$ cat config.mk
export PLATFORM = sky130hd
export DESIGN_NAME = ibr128_stream_master
export DESIGN_NICKNAME = d
export VERILOG_FILES = /design/src/rtl/ibr128_stream_master.sv
export SDC_FILE = /design/constraint.sdc
export NUM_CORES = 1
export LEC_CHECK = 0
export BUFFER_PORTS_ARGS = -buffer_cell sky130_fd_sc_hd__buf_2
export CAP_MARGIN = 0
export CORE_MARGIN = 4
export CORE_UTILIZATION = 25
export CTS_CLUSTER_DIAMETER = 200
export DETAILED_ROUTE_END_ITERATION = 7
export PLACE_DENSITY = 0.5
export SLEW_MARGIN = 40
export SYNTH_ARGS = -nofsm -noshare
export SYNTH_HDL_FRONTEND = slang
export SYNTH_SLANG_ARGS = --single-unit
export TNS_END_PERCENT = 20
$ cat constraint.sdc
create_clock -name Clk -period 2.3 [get_ports Clk]
set_input_delay 0 -clock Clk [delete_from_list [all_inputs] [get_ports Clk]]
set_output_delay 0 -clock Clk [all_outputs]
set_load 0.005 [all_outputs]
$ cat src/rtl/ibr128_stream_master.sv
// ibr128_stream_master: gathers 4x32-bit stream words into a 128-bit block.
// It writes the block to a CSR-mapped cipher core, starts the core, polls it
// until done and reads back the ciphertext, then streams that out LSW first.
module ibr128_stream_master #(
    parameter logic [4:0]  CTRL_ADDR = 5'h00,
    parameter logic [4:0]  STAT_ADDR = 5'h01,
    parameter logic [4:0]  PT_ADDR   = 5'h04,
    parameter logic [4:0]  CT_ADDR   = 5'h0C,
    parameter logic [31:0] CTRL_GO   = 32'h0000_0005,
    parameter int unsigned TIMEOUT   = 1024
) (
    input  logic        Clk,
    input  logic        Rst,
    input  logic        s_valid,
    output logic        s_ready,
    input  logic [31:0] s_data,
    output logic        CS,
    output logic        Write,
    output logic        Read,
    output logic [4:0]  Addr,
    output logic [31:0] WData,
    input  logic [31:0] RData,
    output logic        m_valid,
    input  logic        m_ready,
    output logic [31:0] m_data,
    output logic        busy,
    output logic        err
);

    localparam int unsigned PW = $clog2(TIMEOUT + 1);

    typedef enum logic [3:0] {
        S_FILL,
        S_WRITE,
        S_START,
        S_POLL,
        S_POLL_WAIT,
        S_READ,
        S_READ_WAIT,
        S_CLEAR,
        S_DRAIN
    } state_e;

    // One CSR bus command; all-zero means the bus is idle.
    typedef struct packed {
        logic        cs;
        logic        we;
        logic        re;
        logic [4:0]  addr;
        logic [31:0] wdata;
    } csr_t;

    state_e        state_q, state_d;
    logic [1:0]    cnt_q, cnt_d;
    logic [PW-1:0] poll_q, poll_d;
    logic          err_q, err_d;
    logic          tmo_q, tmo_d;
    logic [31:0]   slot_q [4];
    logic [31:0]   slot_d [4];

    csr_t          bus_q, bus_d;
    logic          s_ready_q, s_ready_d;
    logic          m_valid_q, m_valid_d;
    logic [31:0]   m_data_q, m_data_d;
    logic          busy_q, busy_d;

    // Next-state logic: block sequencing, slot storage, poll count and timeout.
    always_comb begin
        state_d = state_q;
        cnt_d   = cnt_q;
        poll_d  = poll_q;
        err_d   = err_q;
        tmo_d   = tmo_q;
        slot_d  = slot_q;
        unique case (state_q)
            S_FILL: begin
                if (s_valid) begin
                    slot_d[cnt_q] = s_data;
                    cnt_d         = cnt_q + 2'd1;
                    if (cnt_q == 2'd3) begin
                        state_d = S_WRITE;
                        poll_d  = '0;
                        tmo_d   = 1'b0;
                    end
                end
            end
            S_WRITE: begin
                cnt_d = cnt_q + 2'd1;
                if (cnt_q == 2'd3) begin
                    state_d = S_START;
                end
            end
            S_START: begin
                state_d = S_POLL;
            end
            S_POLL: begin
                poll_d  = poll_q + PW'(1);
                state_d = S_POLL_WAIT;
            end
            S_POLL_WAIT: begin
                if (RData[0]) begin
                    state_d = S_READ;
                    cnt_d   = 2'd0;
                end else if (poll_q == PW'(TIMEOUT)) begin
                    err_d   = 1'b1;
                    tmo_d   = 1'b1;
                    state_d = S_CLEAR;
                end else begin
                    state_d = S_POLL;
                end
            end
            S_READ: begin
                state_d = S_READ_WAIT;
            end
            S_READ_WAIT: begin
                slot_d[cnt_q] = RData;
                cnt_d         = cnt_q + 2'd1;
                state_d       = (cnt_q == 2'd3) ? S_CLEAR : S_READ;
            end
            S_CLEAR: begin
                cnt_d   = 2'd0;
                state_d = tmo_q ? S_FILL : S_DRAIN;
            end
            S_DRAIN: begin
                if (m_ready) begin
                    cnt_d = cnt_q + 2'd1;
                    if (cnt_q == 2'd3) begin
                        state_d = S_FILL;
                    end
                end
            end
            default: begin
                state_d = S_FILL;
                cnt_d   = 2'd0;
            end
        endcase
    end

    // Output decode from the upcoming state so every port comes straight off a flop.
    always_comb begin
        bus_d     = '0;
        s_ready_d = 1'b0;
        m_valid_d = 1'b0;
        m_data_d  = 32'h0;
        busy_d    = (state_d != S_FILL);
        unique case (state_d)
            S_FILL: begin
                s_ready_d = 1'b1;
            end
            S_WRITE: begin
                bus_d.cs    = 1'b1;
                bus_d.we    = 1'b1;
                bus_d.addr  = PT_ADDR + 5'(cnt_d);
                bus_d.wdata = slot_d[cnt_d];
            end
            S_START: begin
                bus_d.cs    = 1'b1;
                bus_d.we    = 1'b1;
                bus_d.addr  = CTRL_ADDR;
                bus_d.wdata = CTRL_GO;
            end
            S_POLL: begin
                bus_d.cs   = 1'b1;
                bus_d.re   = 1'b1;
                bus_d.addr = STAT_ADDR;
            end
            S_READ: begin
                bus_d.cs   = 1'b1;
                bus_d.re   = 1'b1;
                bus_d.addr = CT_ADDR + 5'(cnt_d);
            end
            S_CLEAR: begin
                bus_d.cs   = 1'b1;
                bus_d.we   = 1'b1;
                bus_d.addr = CTRL_ADDR;
            end
            S_DRAIN: begin
                m_valid_d = 1'b1;
                m_data_d  = slot_d[cnt_d];
            end
            default: begin
                bus_d = '0;
            end
        endcase
    end

    // State and output registers with synchronous reset.
    always_ff @(posedge Clk) begin
        if (Rst) begin
            state_q   <= S_FILL;
            cnt_q     <= 2'd0;
            poll_q    <= '0;
            err_q     <= 1'b0;
            tmo_q     <= 1'b0;
            slot_q    <= '{default: 32'h0};
            bus_q     <= '0;
            s_ready_q <= 1'b1;
            m_valid_q <= 1'b0;
            m_data_q  <= 32'h0;
            busy_q    <= 1'b0;
        end else begin
            state_q   <= state_d;
            cnt_q     <= cnt_d;
            poll_q    <= poll_d;
            err_q     <= err_d;
            tmo_q     <= tmo_d;
            slot_q    <= slot_d;
            bus_q     <= bus_d;
            s_ready_q <= s_ready_d;
            m_valid_q <= m_valid_d;
            m_data_q  <= m_data_d;
            busy_q    <= busy_d;
        end
    end

    assign CS      = bus_q.cs;
    assign Write   = bus_q.we;
    assign Read    = bus_q.re;
    assign Addr    = bus_q.addr;
    assign WData   = bus_q.wdata;
    assign s_ready = s_ready_q;
    assign m_valid = m_valid_q;
    assign m_data  = m_data_q;
    assign busy    = busy_q;
    assign err     = err_q;

endmodule

After elaboration in Yosys (flattened, before gate mapping) --
Index checks and enable logic that the tools add are counted.
Cells by class: add/sub/neg operators 4, order comparisons 3, equality and inequality tests 20, muxes and demuxes 38, bitwise operators 4, reductions and logical operators 15
Operator list (count):
- $bwmux 128 | 2
- $pmux 128 s2 | 1
- $mux 128 | 1
- $mux 32 | 3
- $bmux 32 s2 | 1
- $demux 32 s2 | 1
- $pmux 32 s2 | 1
- $pmux 4 s9 | 1
- $eq 4x3->1 const B | 6
- $mux 4 | 6
- $mux 11 | 2
- $pmux 11 s2 | 1
- $eq 4x2->1 const B | 4
- $pmux 5 s3 | 1
- $add 11x1->11 const B | 1
- $eq 11x11->1 const B | 1
- $pmux 2 s5 | 1
- $mux 1 | 9
- $eq 4x1->1 const B | 2
- $eq 4x4->1 const B | 2
- $logic_not 4->1 | 2
- $mux 2 | 4
- $ne 2x2->1 const B | 4
- $ge 3x3->1 const B | 2
- other kinds (17) | 25
Word-level totals: bits in registers 222, bits of input ports 68, output and inout port bits 76, logic and storage cells 102

Depth between registers and ports, before layout --
Gate-level depths: netlist (run 1).
depth in word-level cells 12, gate-level depth with buffers 14

Least setup slack after synthesis (run 1) --
OpenSTA, ideal clock, no wires.
path kind reg2reg, start register state_q[2], end register bus_q, in the netlist WData[10], library setup time 0.117 ns, arrival time 2.060 ns, required time 2.183 ns, slack 0.123 ns, cell stages (with the launch flop) 9, cell sequence dfxtp_1 buf_6 or3b_1 a211oi_2 nand2_1 buf_4 a222oi_1 mux2i_1 a22o_1
On the way: cells in the longest elaborated chain, start to end 8, elaborated cells on any way between the ends 26, those cells by class eq/ne (10); mux (12); bitwise (1); reduce/logical (3)
Ends and longest elaborated chain:
- start: declaration | RTL line 53 | state_e state_q, state_d;
- start signal: assignment | RTL line 202 | state_q <= state_d;
- $eq 4x3->1 (tied with other cells) | RTL line 75 | unique case (state_q)
- $reduce_or 3->1 (no source line) or $reduce_or 2->1 (tied branches)
- $pmux 2 s5 | RTL line 75
- $not 2->3 (implied by the code) | RTL line 154 | bus_d.wdata = slot_d[cnt_d];
- $bmux 32 s2 | RTL line 154
- $mux 32 (implied by the code) (2 in a row) | RTL line 154
- $pmux 32 s2 * | RTL line 146 | unique case (state_d)
- end signal: assignment | RTL line 208 | bus_q <= bus_d;
- end: declaration | RTL line 61 | csr_t bus_q, bus_d;
Every way passes the cells marked *; elsewhere a longest branch is shown, timed or not. The select of a mux whose other input is x is not followed. A chain may end at the register's enable or synchronous reset.

Worst setup path in the final report (run 1) --
start register state_q[1], end register m_data_q[23] (netlist: m_data[23])
On the way: cells in the longest elaborated chain, start to end 7, elaborated cells on any way between the ends 26, those cells by class eq/ne (9); mux (11); bitwise (2); reduce/logical (4)
Ends and longest elaborated chain:
- $eq 4x3->1 (tied with other cells) | RTL line 75
- $reduce_or 3->1 (no source line) or $reduce_or 2->1 (tied branches)
- $pmux 2 s5 | RTL line 75
- $not 2->3 (implied by the code) | RTL line 179 | m_data_d = slot_d[cnt_d];
- $bmux 32 s2 | RTL line 179
- $mux 32 (implied by the code) (2 in a row) | RTL line 179
- end signal: assignment | RTL line 211 | m_data_q <= m_data_d;
- end: declaration | RTL line 64 | logic [31:0] m_data_q, m_data_d;
Parallel ways exist; a longest one is shown, timed or not. The select of a mux whose other input is x is not followed.

==> results of run 1 <==
-- cells in the mapped netlist, types with 2 or more instances --
library cell and instances:
nand4_1 6, nor3_1 6, nor2_1 158, a21oi_1 13, and2_1 7, a222oi_1 124
nor2b_1 2, buf_4 4, and3_1 3, nand2_1 25, dfxtp_1 221, nand2b_1 3
buf_2 28, clkbuf_1 51, o32a_1 2, ha_1 6, xor2_1 6, o21ai_0 13
or3_1 3, nor4bb_1 2, a32oi_1 2, mux2i_1 65, nand3_1 2, mux2_2 2
a31oi_1 2, a21o_1 2, xnor2_1 3, a22o_1 61, inv_1 15, nor4b_1 3
or2_2 2
-- layer usage --
metal	part of all wire [%]	vias up	track usage (%)
met5	0	-	0
met4	2.0	0	3.958
met3	6.3	45	2.409
met2	48	329	27.39
met1	44	4201	21.82
li1	-	4000	-
-- sequential cells by signal, summed over array words and instances (netlist names), 2 cells and up --
| signal | count |
|---|---|
| Addr | 4 |
| WData | 32 |
| cnt_q | 2 |
| m_data | 32 |
| poll_q | 11 |
| slot_q | 128 |
| state_q | 4 |
-- worst max-delay path: cells and delay by family, from the launching register on --
family	cells	cell delay (ns)
AO/OA/AOI/OAI	3	0.87
AND/OR/NAND/NOR	2	0.52
multiplexers	1	0.20
buffers and inverters	2	0.38
flip-flops	1	0.31
-- worst min path at each step --
stage | startpoint | end | depth (start not counted)
after floorplan | Rst | s_ready$_SDFF_PP1_ | 2
after global routing | s_valid | CS$_SDFF_PP0_ | 6
after global placement | s_data[19] | slot_q[115]$_SDFF_PP0_ | 3
after CTS | m_ready | state_q[3]$_SDFF_PP0_ | 6
final | s_valid | CS$_SDFF_PP0_ | 6
after detailed placement | s_data[19] | slot_q[115]$_SDFF_PP0_ | 3
-- kinds of logic (layout without fill, tap and decap cells) --
logic type	Yosys count	in the layout	share of synthesized area, %
AOI/OAI and AO/OA	227	227	23.47
and+or+nand+nor	227	227	11.23
DFF	221	221	50.79
buffers and inverters	100	459	4.970
muxes	67	67	7.728
xor gates and xnor gates	9	9	0.9050
adders and majority gates	6	6	0.8618
other	1	1	0.04305
-- stage by stage --
step | power, mW | util (%) | instances | setup TNS (ns) | hold slack (ns)
2_1_floorplan | 4.985 | - | 858 | 0 | 0.1517
3_3_place_gp | 5.816 | 32.58 | 1549 | -1.207 | 0.3244
3_5_place_dp | 5.833 | 32.58 | 1549 | -1.201 | 0.3254
4_1_cts | 10.23 | 37.26 | 1669 | -0.08301 | 0.1214
5_1_grt | 10.57 | 37.44 | 1672 | -9.356 | 0.1768
6_report | 10.14 | 37.44 | 1672 | -1.584 | 0.1715
-- power groups by stage --
stage                     sequential (mW)  clock [mW]  combinational, mW
after floorplan                      4.11           0              0.872
after global placement               4.12           0               1.70
after detailed placement             4.12           0               1.71
after CTS                            4.04        4.34               1.84
after global routing                 4.05        4.51               2.01
final                                4.04        4.24               1.86
-- layout make-up --
type	count	area, um2	share of cell area, %
tap	455	569.3	4.412
clock inverter	8	105.1	0.8146
multi-input combinational	537	3980	30.85
clock buffer	42	782.0	6.061
sequential	221	4428	34.32
timing repair buffer	394	2982	23.11
inverter	15	56.30	0.4364
-- timing repair --
action                     4_1_cts  5_1_grt
hold buffers                    65        0
resized for setup               12       10
pin swaps                        5        9
setup endpoints to repair       58       70
buffers inserted                 3        3
hold endpoints to repair       136        0
gates cloned                     2        0
==> summary.txt, run 1 <==
Worst setup path
  – FF-to-FF setup slack: -0.12 ns
  – Worst Setup SP: state_q[1]$_SDFF_PP0_
  – Critical path class: reg2reg
  – Setup crit start kind: flop
  – Reg2reg end: m_data[23]$_SDFF_PP0_
  – R2R depth: 8
  – Worst path max stage delay: 0.40 ns
  – Crit. End Element: flop
  – Critical path arrival: 2.86 ns
  – FF-to-FF Start: state_q[1]$_SDFF_PP0_
  – CP max FO: 24
  – Slowest-stage cell, CP: or3b_4
  – Crit path cell chain: or3b_4 -> a211oi_2 -> buf_4 -> nand2_2 -> buf_12 -> a222oi_1 -> mux2i_1 -> a22o_1
  – Req. time, crit path: 2.74 ns
  – Worst Setup EP: m_data[23]$_SDFF_PP0_

Synth
  – Dominant cells by area after synthesis: dfxtp_1 (51%), a222oi_1 (14%), mux2i_1 (7.5%)
  – Top cell type's share of synthesized area: 50.79%
  – Yosys synthesis warning count: 0
  – Synthesized net count: 932
  – Synthesis-stage register bit count: 221
  – Gate count after technology mapping: 858
  – EDFF count, synth: 0
  – Ys async rst share: 0%
  – Register area share after synthesis: 50.79%
  – Ys flop type: dfxtp_1
  – Mapped Area: 0.008711 mm2
  – Syn Area/Cell: 10.15 um2
  – Yosys top cell by area: dfxtp_1
  – Cell variety after synth: 47

Clock tree
  – CTS buffer count: 27
  – Htree depth: 1
  – CTS Buffer Depth: 3
  – Clock slew at reported path FFs: 0.06 ns
  – TritonCTS clock tree: yes
  – Clk_lat worst skew: 0.54 ns
  – Root Driver: clkbuf_16
  – CTS sink cnt: 221

Detailed routing
  – Drt wl/cell: 19.33 um
  – Drt initial violations: 998
  – Drt drc: 0
  – Vias after detailed routing: 8,575
  – Post-Route WL: 32,320 um
  – Vias per cell: 5.129
  – Detail Route Antenna Nets: 0
  – Pre-antenna DRT Iters: 8

Layout
  – Most common cell after layout, fill and taps aside: dfxtp_1
  – Fill count: 3,498
  – Most frequent cells in the layout: dfxtp_1 (218), buf_4 (165), nor2_1 (154)
  – P&R area growth vs syn: 48.12%
  – Proportion of layout cells with a drive suffix above 1: 32.95%
  – Nets@finish: 1,270
  – Antenna cells: 0
  – Design Area, Final: 0.01290 mm2

Power
  – Net Sw Frac: 26.66%
  – Clock Power Share: 41.8%
  – P per Cell Area: 785.8 mW/mm2
  – NetSw: 2.703 mW
  – Int Power: 7.436 mW
  – Pleak: 5.663 nW
  – Sequential share of power: 39.9%
  – Maximum vdd ir drop: 0.0005501 V
  – Comb pwr share: 18.3%

Global routing
  – Largest net degree at the start of global routing: 139
  – First-pass GRT wire length: 49,540 um
  – Vias in the first global route: 8,574
  – Total track usage: 16.19%
  – Total grt overflow: 0
  – Initial antenna violation count: 0

STA
  – Worst setup margin: -0.1193 ns
  – Final Cycle Share: 105.2%
  – Clock Skew: 0.02105 ns
  – Setup violators final: 47
  – Hold Fails Final Rpt: 0
  – RSZ-0062 raised after global routing: true
  – Slew HR: 51.73%
  – Max Freq: 0.4134 GHz
  – Pin slew with the least headroom to its limit: 0.7241 ns
  – Final min period: 2.419 ns
  – Fin. max-slew vios: 0

Floorplanning
  – Initial Utilization: 25.28%
  – Horiz. Die Dim: 194.7 um
  – Die Ht: 194.7 um
  – IO Count: 144
  – # rows: 68
  – Die outline area: 0.03789 mm2
  – Core region area: 0.03446 mm2

Placed design
  – Setup WS pre-CTS: -0.1342 ns
  – Port bufs: 142
  – Cell Area, Placed: 0.01123 mm2
  – HPWL after detailed placement: 21,380 um
  – RD Place Congestion: 0.7926

Min path
  – Hold Crit Class: in2reg

Job
  – Max-cap violations: 0

Run status
  – Status: finished with violations
  – Failing checks: setup timing
Power figures use the tool's default switching activity.
==> run 2, diff against run 1 <==
- ABC_AREA: unset -> 1
- PLACE_DENSITY: 0.5 -> 0.49
==> run 2 against run 1 <==
The flow now finishes without violations. Hold slack worse by 0.034 ns. Combinational power rose by 20%. Routed wire length rose by 31%. Power rose by 4.1%. Design area is 12% higher. Die area increased by 27%.
==> summary.txt, run 2 <==
Detailed routing
  – Vias per cell: 4.769
  – Vias after detailed routing: 12,050
  – Post-Route WL: 42,230 um
  – Detail Route Antenna Nets: 0
  – Drt initial violations: 833
  – Pre-antenna DRT Iters: 6
  – Drt drc: 0
  – Drt wl/cell: 16.71 um

Floorplanning
  – Horiz. Die Dim: 219.5 um
  – Die Ht: 219.5 um
  – IO Count: 144
  – Core region area: 0.04422 mm2
  – Initial Utilization: 25.30%
  – Die outline area: 0.04820 mm2
  – # rows: 77

Synth
  – Yosys top cell by area: dfxtp_1
  – Dominant cells by area after synthesis: dfxtp_1 (40%), nand2_1 (15%), nand3_1 (15%)
  – Most numerous cell in the Yosys netlist: nand2_1
  – Yosys synthesis warning count: 0
  – Syn Area/Cell: 6.429 um2
  – Synthesized net count: 1,814
  – Mapped Area: 0.01119 mm2
  – Top cell type's share of synthesized area: 39.55%
  – Ys async rst share: 0%
  – EDFF count, synth: 0
  – Ys flop type: dfxtp_1
  – Register area share after synthesis: 39.55%
  – Synthesis-stage register bit count: 221
  – Cell variety after synth: 31
  – Gate count after technology mapping: 1,740
  – Top post-synthesis cells by count: nand2_1 (454), nand3_1 (340), dfxtp_1 (221)

Placed design
  – Setup WS pre-CTS: -0.01200 ns
  – Placed insts: 2,409
  – Port bufs: 142
  – RD Place Congestion: 0.8196
  – Cell Area, Placed: 0.01281 mm2
  – HPWL after detailed placement: 27,200 um

Global routing
  – Vias in the first global route: 11,330
  – Total grt overflow: 0
  – First-pass GRT wire length: 64,820 um
  – Largest net degree at the start of global routing: 69
  – Total track usage: 16.82%
  – Initial antenna violation count: 1

STA
  – Hold Fails Final Rpt: 0
  – Fin. max-slew vios: 0
  – Slew HR: 49.33%
  – Max Freq: 0.4592 GHz
  – Final min period: 2.178 ns
  – RSZ-0062 raised after global routing: true
  – Final Cycle Share: 94.68%
  – Worst setup margin: 0.1225 ns
  – Pin slew with the least headroom to its limit: 0.7600 ns
  – Clock Skew: 0.007025 ns
  – Setup violators final: 0

Clock tree
  – Htree depth: 1
  – CTS Buffer Depth: 3
  – TritonCTS clock tree: yes
  – Root Driver: clkbuf_16
  – Clock slew at reported path FFs: 0.06 ns
  – CTS buffer count: 27
  – CTS sink cnt: 221
  – Clk_lat worst skew: 0.55 ns

Worst setup path
  – Crit. End Element: flop
  – Setup crit start kind: flop
  – Critical path class: reg2reg
  – Req. time, crit path: 2.73 ns
  – CP max FO: 33
  – Critical path arrival: 2.61 ns

Layout
  – Most frequent cells in the layout: nand2_1 (450), nand3_1 (337), dfxtp_1 (219)
  – Nets@finish: 1,990
  – Most flop-heavy register: slot_q
  – Largest register FFs: 128
  – Proportion of layout cells with a drive suffix above 1: 15.09%
  – Register Area: 0.004427 mm2
  – Design Area, Final: 0.01447 mm2
  – Most common cell after layout, fill and taps aside: nand2_1
  – Final core occ: 32.71%
  – Fill count: 4,810
  – Multi-input gate area: 0.005499 mm2
  – Final Non-Filler Cells: 2,527
  – P&R area growth vs syn: 29.31%
  – Antenna cells: 0

Power
  – Maximum vdd ir drop: 0.0004998 V
  – Pleak: 7.304 nW
  – P per Cell Area: 729.7 mW/mm2

Job
  – Max-cap violations: 0

Min path
  – Hold Crit Class: in2reg

Run status
  – Status: complete, no violations
run 2: cells by family after synthesis:
family                     share of synthesized area (%)
and+or+nand+nor                                    37.26
AOI/OAI and AO/OA                                  10.12
other                                            0.03352
buffers and inverters                              12.13
adders and majority gates                         0.6710
xor gates and xnor gates                          0.2349
DFF                                                39.55
run 2: layout make-up:
type                       count  share of cell area [%]
clock buffer                  37                   5.345
sequential                   221                   30.60
tap                          592                   5.120
clock inverter                11                  0.8130
multi-input combinational   1179                   38.01
inverter                     216                   5.622
timing repair buffer         271                   14.49
run 2: path summary, 6_finish.rpt:
check,start,endpoint,slack (ns),depth (start not counted)
setup / recovery,state_q[0]$_SDFF_PP0_,WData[31]$_SDFF_PP0_,0.12,11
hold / removal,s_valid,tmo_q$_SDFFE_PP0P_,0.14,5
setup reg to reg,state_q[0]$_SDFF_PP0_,WData[31]$_SDFF_PP0_,0.12,11
hold reg to reg,poll_q[0]$_SDFFE_PP0P_,poll_q[0]$_SDFFE_PP0P_,0.48,1
run 2: metrics by stage:
stage               total power [mW]  setup TNS (ns)  hold slack (ns)
detailed placement             6.222        -0.02092           0.3376
global placement               6.216               0           0.3252
CTS                            10.66               0           0.1019
floorplan                      5.400               0           0.2255
global route                   11.08        -0.09246           0.1838
finish                         10.56               0           0.1370
run 2: critical path: stages (launching register included):
cell and delay (ns):
dfxtp_1 0.32, buf_4 0.16, nor2_4 0.24, nand2_4 0.15, inv_2 0.15, buf_8 0.22
nand2_1 0.09, nand3_2 0.12, buf_12 0.25, nand3_1 0.12, nand2_1 0.15, nor2_1 0.06
run 2: per-layer routing:
layer	vias to the layer above	part of all wire, %	GRT usage [%]
met5	-	0.031	0
met4	2	2.0	4.571
met3	73	6.0	2.510
met2	384	48	28.66
met1	5633	44	22.24
li1	5960	-	-
run 2: repair_timing:
action | CTS | global route
buffers inserted | 0 | 2
resized for setup | 1 | 16
pin swaps | 1 | 3
gates cloned | 0 | 2
hold buffers | 66 | 0
endpoints found under the setup margin | 8 | 69
endpoints found under the hold margin | 147 | 0
run 2: power breakdown:
group | internal [mW] | total, mW | switching, mW | leakage (nW)
clock | 2.57 | 4.28 | 1.71 | 0.438
sequential | 3.99 | 4.04 | 0.0550 | 1.79
combinational | 0.753 | 2.23 | 1.48 | 5.08
total | 7.31 | 10.6 | 3.25 | 7.30
==> run 3, diff against run 2 <==
- ABC_AREA: 1 -> 0
- PLACE_DENSITY: 0.49 -> unset
- PLACE_DENSITY_LB_ADDON: unset -> 0.3
==> run 3 against run 2 <==
Largest power group unchanged. Design area down 8.4%. Hold slack worse by 0.082 ns. Cell count down 33%. Sequential share of layout area up 2.8 points. Sequential power about the same. Worst setup slack worse by 0.15 ns. The run now ends with setup timing left. Via count down 29%.
==> summary.txt, run 3 (synthesis results as in run 1) <==
STA
  – Final min period: 2.329 ns
  – Final Cycle Share: 101.3%
  – Clock Skew: 0.01663 ns
  – Setup violators final: 3
  – Worst setup margin: -0.02939 ns
  – Fin. max-slew vios: 0
  – Pin slew with the least headroom to its limit: 0.8033 ns
  – Hold Fails Final Rpt: 0
  – Slew HR: 46.45%
  – Max Freq: 0.4293 GHz
  – RSZ-0062 raised after global routing: true

Detailed routing
  – Drt drc: 0
  – Vias per cell: 5.055
  – Vias after detailed routing: 8,532
  – Drt wl/cell: 18.88 um
  – Drt initial violations: 1,134
  – Pre-antenna DRT Iters: 7
  – Detail Route Antenna Nets: 0
  – Post-Route WL: 31,860 um

Layout
  – Most frequent cells in the layout: dfxtp_1 (218), buf_4 (172), nor2_1 (154)
  – Nets@finish: 1,290
  – Most common cell after layout, fill and taps aside: dfxtp_1
  – Final Non-Filler Cells: 1,688
  – Antenna cells: 0
  – Most flop-heavy register: slot_q
  – P&R area growth vs syn: 52.17%
  – Largest register FFs: 128
  – Proportion of layout cells with a drive suffix above 1: 34.39%
  – Final core occ: 38.47%

Placed design
  – RD Place Congestion: 0.8360
  – HPWL after detailed placement: 21,210 um
  – Port bufs: 142
  – Placed insts: 1,556

Clock tree
  – CTS buffer count: 27
  – Clk_lat worst skew: 0.54 ns
  – Root Driver: clkbuf_16
  – Htree depth: 1
  – Clock slew at reported path FFs: 0.06 ns
  – CTS Buffer Depth: 3
  – CTS sink cnt: 221
  – TritonCTS clock tree: yes

Job
  – Max-cap violations: 0

Power
  – Pleak: 5.838 nW
  – P per Cell Area: 786.2 mW/mm2
  – Maximum vdd ir drop: 0.0004871 V

Worst setup path
  – Critical path class: reg2reg
  – CP max FO: 7
  – Critical path arrival: 2.76 ns
  – Crit. End Element: flop
  – Req. time, crit path: 2.73 ns
  – Setup crit start kind: flop

Floorplanning
  – Core region area: 0.03446 mm2
  – # rows: 68
  – Initial Utilization: 25.28%
  – Die outline area: 0.03789 mm2
  – IO Count: 144
  – Horiz. Die Dim: 194.7 um
  – Die Ht: 194.7 um

Run status
  – Failing checks: setup timing
  – Status: finished with violations

Global routing
  – First-pass GRT wire length: 48,760 um
  – Largest net degree at the start of global routing: 139
  – Total track usage: 15.77%
  – Total grt overflow: 0
  – Initial antenna violation count: 0
  – Vias in the first global route: 8,385

Min path
  – Hold Crit Class: in2reg
run 3: cell count changes in the layout (fill, tap and decap cells not counted), moves of 33 or more:
| cell | before | now |
|---|---|---|
| nand2_1 | 450 | 22 |
| nand3_1 | 337 | 2 |
| inv_1 | 203 | 15 |
| buf_4 | 40 | 172 |
| a222oi_1 | 0 | 124 |
| mux2i_1 | 0 | 65 |
| a22o_1 | 0 | 61 |
| o21ai_0 | 65 | 11 |
| nor2_1 | 114 | 154 |
| a21oi_1 | 52 | 13 |
| nor3_1 | 41 | 6 |
| o211ai_1 | 33 | 0 |
run 3: layer usage:
metal / global-route usage (%) / vias up / wire length, um
li1: - / 4031 / -
met1: 21.40 / 4173 / 14380
met2: 26.07 / 285 / 14870
met3: 2.704 / 43 / 1900
met4: 4.193 / 0 / 712
met5: 0 / - / 0
run 3: path summary, 6_finish.rpt:
| check | startpoint | to | slack, ns | depth (start not counted) |
|---|---|---|---|---|
| min reg2reg | slot_q[95]$_SDFF_PP0_ | slot_q[95]$_SDFF_PP0_ | 0.46 | 2 |
| max | state_q[2]$_SDFF_PP0_ | m_data[4]$_SDFF_PP0_ | -0.03 | 8 |
| min | s_valid | tmo_q$_SDFFE_PP0P_ | 0.05 | 5 |
| max reg2reg | state_q[2]$_SDFF_PP0_ | m_data[4]$_SDFF_PP0_ | -0.03 | 8 |
run 3: repair_timing:
item	in CTS	in global routing
hold buffers	65	0
hold endpoints to repair	132	0
buffers inserted	9	11
pin swaps	12	22
gates resized for setup	20	19
endpoints found under the setup margin	62	71
gates cloned	0	1
run 3: per-stage QoR:
step	total power [mW]	setup TNS, ns	cell area [um2]	worst slack [ns]	hold slack, ns
after floorplan	4.985	0	8711	0.1228	0.1517
after global placement	5.893	-4.994	11290	-0.1031	0.3224
after detailed placement	5.915	-3.328	11340	-0.1194	0.3255
after CTS	10.45	-0.09876	13060	-0.02438	0.03404
after global routing	10.86	-5.937	13260	-0.1535	0.1016
final	10.42	-0.04805	13260	-0.02939	0.05484
run 3: worst max-delay path, cell delays in order, from the launching register on:
cell	delay, ns
dfxtp_2	0.33
or3b_4	0.40
a211oi_2	0.19
buf_4	0.20
nand2_4	0.10
buf_4	0.18
a222oi_1	0.38
mux2i_1	0.21
a22o_1	0.24
run 3: report_power, final:
group	internal [mW]	total (mW)	switching (mW)
clock	2.66	4.32	1.66
sequential	3.99	4.04	0.0484
combinational	1.05	2.06	1.01
run 3: layout make-up:
cell class	instances	area (um2)
clock buffer	37	773.2
inverter	15	56.30
timing repair buffer	414	3308
multi-input combinational	537	3996
clock inverter	9	123.9
sequential	221	4428
fill	3426	21200
tap	455	569.3
